`src/rtl/dc_step_sequencer.sv`:
```
// Steps a signed DC output through a programmable (level, dwell) table on trigger,
// with looping, slew limiting, abort, retrigger and hold-last/return-to-idle endings.
module dc_step_sequencer #(
  parameter int DATA_W  = 16,
  parameter int DEPTH   = 8,
  parameter int DWELL_W = 32,
  parameter int LOOP_W  = 16,
  parameter int AW      = $clog2(DEPTH)
) (
  input  logic              Clk,
  input  logic              Reset,
  input  logic              tbl_we,
  input  logic [AW-1:0]     tbl_addr,
  input  logic [DATA_W-1:0] tbl_level,
  input  logic [DWELL_W-1:0] tbl_dwell,
  input  logic [AW:0]       num_steps,
  input  logic [LOOP_W-1:0] loop_count,
  input  logic [DATA_W-2:0] slew,
  input  logic [DATA_W-1:0] idle_level,
  input  logic              hold_last,
  input  logic              retrig_en,
  input  logic              trig,
  input  logic              abort,
  output logic [DATA_W-1:0] dc_out,
  output logic [AW-1:0]     step_idx,
  output logic              busy,
  output logic              done
);

  typedef enum logic [1:0] {S_IDLE, S_RUN, S_HOLD} state_t;

  localparam logic [AW:0] DEPTH_C = (AW+1)'(DEPTH);

  logic [DATA_W-1:0]  level_tbl [DEPTH];
  logic [DWELL_W-1:0] dwell_tbl [DEPTH];

  state_t             state;
  logic               trig_q;
  logic [DATA_W-1:0]  target;
  logic [DWELL_W-1:0] dwell_cnt;
  logic [LOOP_W-1:0]  loop_cnt;

  logic               trig_rise;
  logic               can_start;
  logic [AW:0]        eff_steps;
  logic               at_last;
  logic [LOOP_W-1:0]  loop_next;
  logic               more_loops;
  logic               load;
  logic               restart;
  logic               wrap;
  logic               finish;
  logic [AW-1:0]      load_idx;
  logic [DWELL_W-1:0] load_dwell;
  logic [DATA_W-1:0]  target_n;
  logic [DATA_W-1:0]  dc_n;
  logic signed [DATA_W:0] diff;
  logic signed [DATA_W:0] slew_ext;

  // Table has no reset: contents are only meaningful once written.
  always_ff @(posedge Clk) begin
    if (tbl_we && ({1'b0, tbl_addr} < DEPTH_C)) begin
      level_tbl[tbl_addr] <= tbl_level;
      dwell_tbl[tbl_addr] <= tbl_dwell;
    end
  end

  assign trig_rise  = trig & ~trig_q;
  assign eff_steps  = (num_steps > DEPTH_C) ? DEPTH_C : num_steps;
  assign can_start  = trig_rise && (eff_steps != '0);
  // >= rather than == so a mid-run shrink of num_steps ends at the current step.
  assign at_last    = ({1'b0, step_idx} + (AW+1)'(1)) >= eff_steps;
  assign loop_next  = loop_cnt + LOOP_W'(1);
  assign more_loops = (loop_count == '0) || (loop_next < loop_count);

  always_comb begin
    load     = 1'b0;
    restart  = 1'b0;
    wrap     = 1'b0;
    finish   = 1'b0;
    load_idx = '0;
    if (!abort) begin
      case (state)
        S_IDLE, S_HOLD: begin
          if (can_start) begin
            load    = 1'b1;
            restart = 1'b1;
          end
        end
        S_RUN: begin
          if (can_start && retrig_en) begin
            load    = 1'b1;
            restart = 1'b1;
          end else if (dwell_cnt == '0) begin
            if (!at_last) begin
              load     = 1'b1;
              load_idx = step_idx + AW'(1);
            end else if (more_loops) begin
              load = 1'b1;
              wrap = 1'b1;
            end else begin
              finish = 1'b1;
            end
          end
        end
        default: ;
      endcase
    end
  end

  assign load_dwell = (dwell_tbl[load_idx] == '0) ? '0 : dwell_tbl[load_idx] - DWELL_W'(1);

  always_comb begin
    target_n = target;
    if (abort)
      target_n = idle_level;
    else if (load)
      target_n = level_tbl[load_idx];
    else if (state == S_IDLE)
      target_n = idle_level;
  end

  // Slew step computed one bit wider so the difference of two extreme levels cannot wrap.
  assign diff     = {target_n[DATA_W-1], target_n} - {dc_out[DATA_W-1], dc_out};
  assign slew_ext = {2'b00, slew};

  always_comb begin
    dc_n = target_n;
    if (slew != '0) begin
      if (diff > slew_ext)
        dc_n = dc_out + {1'b0, slew};
      else if (diff < -slew_ext)
        dc_n = dc_out - {1'b0, slew};
    end
  end

  always_ff @(posedge Clk) begin
    if (Reset) begin
      state     <= S_IDLE;
      trig_q    <= 1'b0;
      target    <= '0;
      dc_out    <= '0;
      step_idx  <= '0;
      dwell_cnt <= '0;
      loop_cnt  <= '0;
      busy      <= 1'b0;
      done      <= 1'b0;
    end else begin
      trig_q <= trig;
      target <= target_n;
      dc_out <= dc_n;
      done   <= 1'b0;
      if (abort) begin
        state     <= S_IDLE;
        busy      <= 1'b0;
        step_idx  <= '0;
        dwell_cnt <= '0;
        loop_cnt  <= '0;
      end else if (load) begin
        state     <= S_RUN;
        busy      <= 1'b1;
        step_idx  <= load_idx;
        dwell_cnt <= load_dwell;
        if (restart)
          loop_cnt <= '0;
        else if (wrap)
          loop_cnt <= loop_next;
      end else if (finish) begin
        state <= hold_last ? S_HOLD : S_IDLE;
        busy  <= 1'b0;
        done  <= 1'b1;
      end else if (state == S_RUN) begin
        dwell_cnt <= dwell_cnt - DWELL_W'(1);
      end
    end
  end

endmodule

```
`config.mk`:
```
export PLATFORM = sky130hd
export DESIGN_NAME = dc_step_sequencer
export DESIGN_NICKNAME = d
export VERILOG_FILES = /design/src/rtl/dc_step_sequencer.sv
export SDC_FILE = /design/constraint.sdc
export NUM_CORES = 1
export LEC_CHECK = 0
export ABC_AREA = 1
export BUFFER_PORTS_ARGS = -buffer_cell sky130_fd_sc_hd__buf_2
export CAP_MARGIN = 20
export CORE_ASPECT_RATIO = 1.25
export CORE_UTILIZATION = 30
export DETAILED_ROUTE_END_ITERATION = 10
export PLACE_DENSITY = 0.5
export SLEW_MARGIN = 20
export SYNTH_ARGS = -nofsm -noshare
export SYNTH_HDL_FRONTEND = slang
export SYNTH_SLANG_ARGS = --single-unit
```
`constraint.sdc`:
```
create_clock -name Clk -period 7.1 [get_ports Clk]
set_clock_uncertainty 0.05 [all_clocks]
set_input_delay 0.71 -clock Clk [delete_from_list [all_inputs] [get_ports Clk]]
set_output_delay 0.71 -clock Clk [all_outputs]
set_load 0.05 [all_outputs]
```
; ---- Word-level counts from Yosys, hierarchy flattened
; Memory sizes are Yosys's and may differ from the RTL's.
; Index checks and enable logic that the tools add are counted.
[word_totals]
reg_bits = 88
mem_bits_rw = 384
inputBits = 109
out_inout_bits = 21
wordCells = 95
mem_count = 2
[op_classes]
n_addsub = 9
magnitude_cmp = 5
n_eq_ne = 3
n_mux = 47
n_bitwise = 2
n_reduce_logical = 17
[memory_table]
columns = memory, words, width, rd, rd_clocked_by_memory_dff, wr, line_no
row1 = dwell_tbl, 8, 32, 1, 0, 1, 35  ; logic [DWELL_W-1:0] dwell_tbl [DEPTH];
row2 = level_tbl, 8, 16, 1, 0, 1, 34  ; logic [DATA_W-1:0] level_tbl [DEPTH];
[op_table]
columns = operator, n
row1 = 16-bit 2-to-1 mux, 8
row2 = 32-bit 2-to-1 mux, 4
row3 = 32-bit logical NOT, 2
row4 = "32-bit by 1-bit subtractor with 32-bit output, second input constant", 2
row5 = 1-bit 2-to-1 mux, 26
row6 = 17-bit by 16-bit > comparator with 1-bit output, 1
row7 = 17-bit less-than comparator, 1
row8 = 15-bit negation with 17-bit output, 1
row9 = 16-bit by 16-bit subtractor with 17-bit output, 1
row10 = "16-bit by 1-bit adder with 16-bit output, second input constant", 1
row11 = 16-bit by 15-bit adder with 16-bit output, 1
row12 = 16-bit logical NOT, 1
row13 = 16-bit less-than comparator, 1
row14 = 16-bit by 15-bit subtractor with 16-bit output, 1
row15 = 3-bit 2-to-1 mux, 5
row16 = 15-bit nonzero test, 1
row17 = 2-bit nonzero test, 3
row18 = "3-bit by 1-bit adder with 4-bit output, second input constant", 1
row19 = 4-bit >= comparator, 1
row20 = "4-bit > comparator, second input constant", 1
row21 = 4-bit 2-to-1 mux, 1
row22 = 1-bit one-hot mux with 2 select lines, 2
row23 = 2-bit AND reduction, 2
row24 = 4-bit nonzero test, 1
row25 = 12 further kinds, 14

; ---- Depth between registers and ports, before layout
[logic_depth]
word_depth = 16
ltp_mapped = 53
mapped_depth_nobuf = 51

; ---- Least setup slack after synthesis
; OpenSTA, ideal clock, no wires.
[synth_path]
path_type = reg-to-reg
from = reg step_idx[0]
to = reg dc_out[10]
setup_time_ns = 0.114
t_arrival_ns = 6.517
required_time_ns = 6.936
setup_slack_ns = 0.420
path_stages_with_launch = 48
n_path_buf = 6
period_less_slack_ns = 6.680
cell_sequence = dfxtp_1 -> ha_1 -> xnor2_1 -> inv_1 -> ha_1 -> nand2_1 -> inv_1 -> nand2_1 -> nand3_1 -> nor2_2 -> nand4_1 -> buf_2 -> buf_2 -> buf_2 -> buf_2 -> buf_2 -> nand2_1 -> nand3_1 -> [... 12 more ...] -> ha_1 -> nand2_1 -> inv_1 -> a221oi_1 -> nand4_1 -> nand2_1 -> nand3b_1 -> o211ai_1 -> nand2_1 -> nand2_1 -> nand2_1 -> nand2_1 -> nand2_1 -> inv_1 -> buf_1 -> nand3_1 -> a21oi_1 -> nor2_1
[synth_between]
elab_chain_cells = 15
elab_cells_between_ends = 22
cone_classes = 3 x add/sub / 3 x order compare / 15 x mux / 1 x memory
[synth_rtl]
columns = element, line_no
row1 = from (decl), 25  ; output logic [AW-1:0] step_idx,
row2 = from (signal assigned), 162  ; step_idx <= load_idx;
row3 = 3-bit by 1-bit adder with 4-bit output, 72  ; assign at_last = ({1'b0, step_idx} + (AW+1)'(1)) >= eff_steps;
row4 = 4-bit >= comparator, 72
row5 = 3-bit 2-to-1 mux, 95  ; if (!at_last) begin
row6 = 3-bit 2-to-1 mux, 94  ; end else if (dwell_cnt == '0) begin
row7 = 3-bit 2-to-1 mux, 91  ; if (can_start && retrig_en) begin
row8 = 3-bit 2-to-1 mux, 83  ; case (state)
row9 = 3-bit 2-to-1 mux, 82  ; if (!abort) begin
row10 = memory read 8 x 16 bit, n/a
row11 = 16-bit 2-to-1 mux *, 117  ; else if (load)
row12 = 16-bit 2-to-1 mux *, 115  ; if (abort)
row13 = named net target_n[2], 55  ; logic [DATA_W-1:0] target_n;
row14 = 16-bit by 16-bit subtractor with 17-bit output *, 124  ; assign diff = {target_n[DATA_W-1], target_n} - {dc_out[DATA_W-1], dc_out};
row15 = 17-bit less-than comparator, 132  ; else if (diff < -slew_ext)
row16 = 16-bit 2-to-1 mux, 132
row17 = 16-bit 2-to-1 mux *, 130  ; if (diff > slew_ext)
row18 = 16-bit 2-to-1 mux *, 129  ; if (slew != '0) begin
row19 = to (signal assigned), 151  ; dc_out <= dc_n;
row20 = to (decl), 24  ; output logic [DATA_W-1:0] dc_out,
; Mark *: on every way through the listed nets, which the timed path passes. The rest lies on a longest branch.
; A chain may end at the register's enable or synchronous reset.

; ---- Worst setup path in the final report
[layout_path]
from = reg loop_cnt[0]
to = reg dc_out[15]
[layout_between]
elab_chain_cells = 16
elab_cells_between_ends = 17
cone_classes = 2 x add/sub / 3 x order compare / 11 x mux / 1 x reduce/logical
[layout_rtl]
columns = element, line_no
row1 = from (decl), 41  ; logic [LOOP_W-1:0] loop_cnt;
row2 = from (signal assigned), 167  ; loop_cnt <= loop_next;
row3 = 16-bit by 1-bit adder with 16-bit output *, 73  ; assign loop_next = loop_cnt + LOOP_W'(1);
row4 = 16-bit less-than comparator *, 74  ; assign more_loops = (loop_count == '0) || (loop_next < loop_count);
row5 = 1-bit logical OR *, 74
row6 = 1-bit 2-to-1 mux *, 98  ; end else if (more_loops) begin
row7 = 1-bit 2-to-1 mux *, 95
row8 = 1-bit 2-to-1 mux *, 94
row9 = 1-bit 2-to-1 mux *, 91
row10 = 1-bit one-hot mux with 2 select lines *, 83
row11 = 1-bit 2-to-1 mux *, 82
row12 = 16-bit 2-to-1 mux *, 117
row13 = 16-bit 2-to-1 mux *, 115
row14 = 16-bit by 16-bit subtractor with 17-bit output, 124
row15 = 17-bit less-than comparator, 132
row16 = 16-bit 2-to-1 mux, 132
row17 = 16-bit 2-to-1 mux, 130
row18 = 16-bit 2-to-1 mux *, 129
; Mark *: on every way between the ends. The rest lies on a longest branch, timed or not.

==> metrics <==
reg2reg end=dc_out[15]$_SDFF_PP0_; R2R cell count=48; CTS Sinks=471; Crit Path Class=reg -> reg; hold path startpoint=tbl_dwell[7]; drt first pass iters=5; Tmin final=6.63 ns; Filler cells=8841; share of the synthesized area in the top cell type=44.4%; worst r2r src=loop_cnt[0]$_SDFFE_PP0P_; PortBufs=129; Static Leak=12.8 nW; DP Cell Count=4193; power per cell area=286 nW/um^2; Final ANT Viol Nets=0; Synth Net Count=3184; Post-DP Area=28100 sq um; Initial DRC Count=1630; worst path arrival time=7.10 ns; Detailed Route WL=77700 um; max-capacitance violation count=0; Post-synth EDFFs=384; Synth top cells by count=nand2_1 (571), inv_1 (438), edfxtp_1 (384); Worst Path Required=7.57 ns; Yosys Warn Count=0; critical path's top delay family=simple AND/OR/NAND/NOR gates; ys async rst share=0%; CTS tree=yes; type of the worst min-delay path=in -> reg; worst reg-to-reg setup slack=0.47 ns; Synth-to-Final Area Change=15.2%; Root Driver=clkbuf_16; slowest stage cell, crit path=dfxtp_4; synth unique cells=55; WL/cell=18.1 um; CP Capture Type=flip-flop; status=finished clean; Peak VDD IR=0.000204 V; largest net degree at the start of global routing=87; gr usage total=17.5%; Slew @ Worst Pin=1.07 ns; largest cells by area after synthesis=edfxtp_1 (44%), nand2_1 (8.3%), dfxtp_1 (6.7%), inv_1 (6.3%), nand3_1 (6.1%); syn avg cell area=8.73 sq um; GPL Wtd Cong=0.883; WHS Endpoint=dwell_tbl[3][7]$_DFFE_PP_; num rows=120; Core Area=85700 sq um; Final period util=93.4%; maximum clock path buffer count=3; prevailing post-synth register cell=edfxtp_1; total congestion overflow=0; Via density=4.79; Seq/Total Area, Yosys=51.1%; die extent in y=331 um; initial antenna violation count=8; H-tree depth reported by CTS=2; post-route cell area=29900 sq um; final net count=3308; CP Launch Type=flip-flop; layout cells sized above 1=12.1%; #FFs+latches synth=471; Peak Freq=0.151 GHz; first-pass GRT wire length=118000 um; vias in the first global route=19.8k; DIE AREA=87800 sq um; relative slew slack=28.6%; Top cell by count, worst path=nand2_1; Initial Util=30.3%; Buf/Inv on CP=3; CP max stage delay=0.37 ns; crit path max fanout=8; cell area after synthesis=26000 sq um; hold depth=1; Post-Layout Cell Count=4298; clk slew on worst S/H paths=0.06 ns; Final Hold Violating Endpoints=0; Synth area leader=edfxtp_1; Synth Instances=2975; Final Max Slew Viols=0; post-DP HPWL=50800 um; most frequent cell after synthesis=nand2_1; Final setup viols=0; Clock Latency Late Sink=0.62 ns; io pins=130; via count=20.6k; Die W=265 um; TritonCTS Buffers=51; Residual DRC=0
-- routing by layer --
metal / track usage [%] / wire length (um) / vias up
met5: 0 / 41 / -
met4: 5.52 / 2130 / 8
met3: 2.73 / 3920 / 116
met2: 31.3 / 39000 / 477
met1: 21.5 / 32600 / 9692
li1: - / - / 10300
-- layout make-up --
cell class,count,area [sq um],share of cell area [%]
Multi-Input combinational cell,1922,10700,35.7
Sequential cell,471,13300,44.4
Timing Repair Buffer,204,1290,4.31
Antenna cell,1,2.50,0.00836
Tap cell,1159,1450,4.84
Clock buffer,66,1370,4.59
Clock inverter,26,156,0.523
Inverter,449,1690,5.66
-- layout by cell type (no fill, tap or decap), types with 53 or more instances in the layout --
master / n
nand3_1: 312
a21oi_1: 105
buf_4: 69
dfxtp_1: 84
o21ai_0: 148
clkbuf_16: 53
nand2_1: 566
ha_1: 94
edfxtp_1: 384
xor2_1: 68
inv_1: 437
buf_2: 129
nand4_1: 167
nor2_1: 216
-- worst max-delay path by stage --
stage / startpoint / endpoint / slack, ns / cells after the start
global route: loop_cnt[0]$_SDFFE_PP0P_ / dc_out[15]$_SDFF_PP0_ / -0.09 / 45
floorplan: step_idx[0]$_SDFFE_PP0N_ / dc_out[10]$_SDFF_PP0_ / 0.42 / 47
CTS: loop_cnt[0]$_SDFFE_PP0P_ / dc_out[15]$_SDFF_PP0_ / 0.02 / 47
global placement: loop_cnt[0]$_SDFFE_PP0P_ / dc_out[15]$_SDFF_PP0_ / 0.07 / 51
finish: loop_cnt[0]$_SDFFE_PP0P_ / dc_out[15]$_SDFF_PP0_ / 0.47 / 48
detailed placement: loop_cnt[0]$_SDFFE_PP0P_ / dc_out[15]$_SDFF_PP0_ / -0.09 / 46
-- power by group --
group	internal (W)	switching, W	total, W
clock network	0.00136	0.00111	0.00247
registers	0.00312	0.000129	0.00325
logic	0.00102	0.00183	0.00285
total	0.00551	0.00306	0.00857
-- metrics by stage --
stage	hold WS (ns)	utilization (%)	worst slack, ns	TNS (ns)	power [W]
after detailed placement	0.407	32.8	-0.0911	-0.922	0.00606
after global routing	0.290	34.9	-0.0948	-1.03	0.00906
after CTS	0.275	34.6	0.0249	0	0.00856
after global placement	0.403	32.8	0.0722	0	0.00606
final	0.306	34.9	0.470	0	0.00857
after floorplan	0.395	-	0.420	0	0.00514
-- cells by family (layout without fill, tap and decap cells) --
logic type / Yosys count / after routing / synth area share (%)
mux: 17 / 17 / 0.727
flops: 471 / 471 / 51.1
fa+ha+maj: 100 / 100 / 4.90
compound gates: 344 / 344 / 7.36
xor+xnor: 86 / 86 / 2.90
other cells: 0 / 1 / 0
simple gates: 1374 / 1375 / 24.2
buf+inv: 583 / 745 / 8.79
-- timing repair --
item / in CTS / in global routing
cloned: 0 / 2
hold buffers: 0 / 0
buffers inserted: 0 / 10
setup endpoints to repair: 16 / 16
pin swaps: 0 / 25
resized for setup: 2 / 51
-- flip-flops by register name (all words and copies together), names as in the netlist --
name / cells
target: 16
dc_out: 16
dwell_tbl: 256
step_idx: 3
dwell_cnt: 32
busy: 1
loop_cnt: 16
done: 1
trig_q: 1
level_tbl: 128
state: 1
Note: power is estimated with default switching activity, not from simulation.
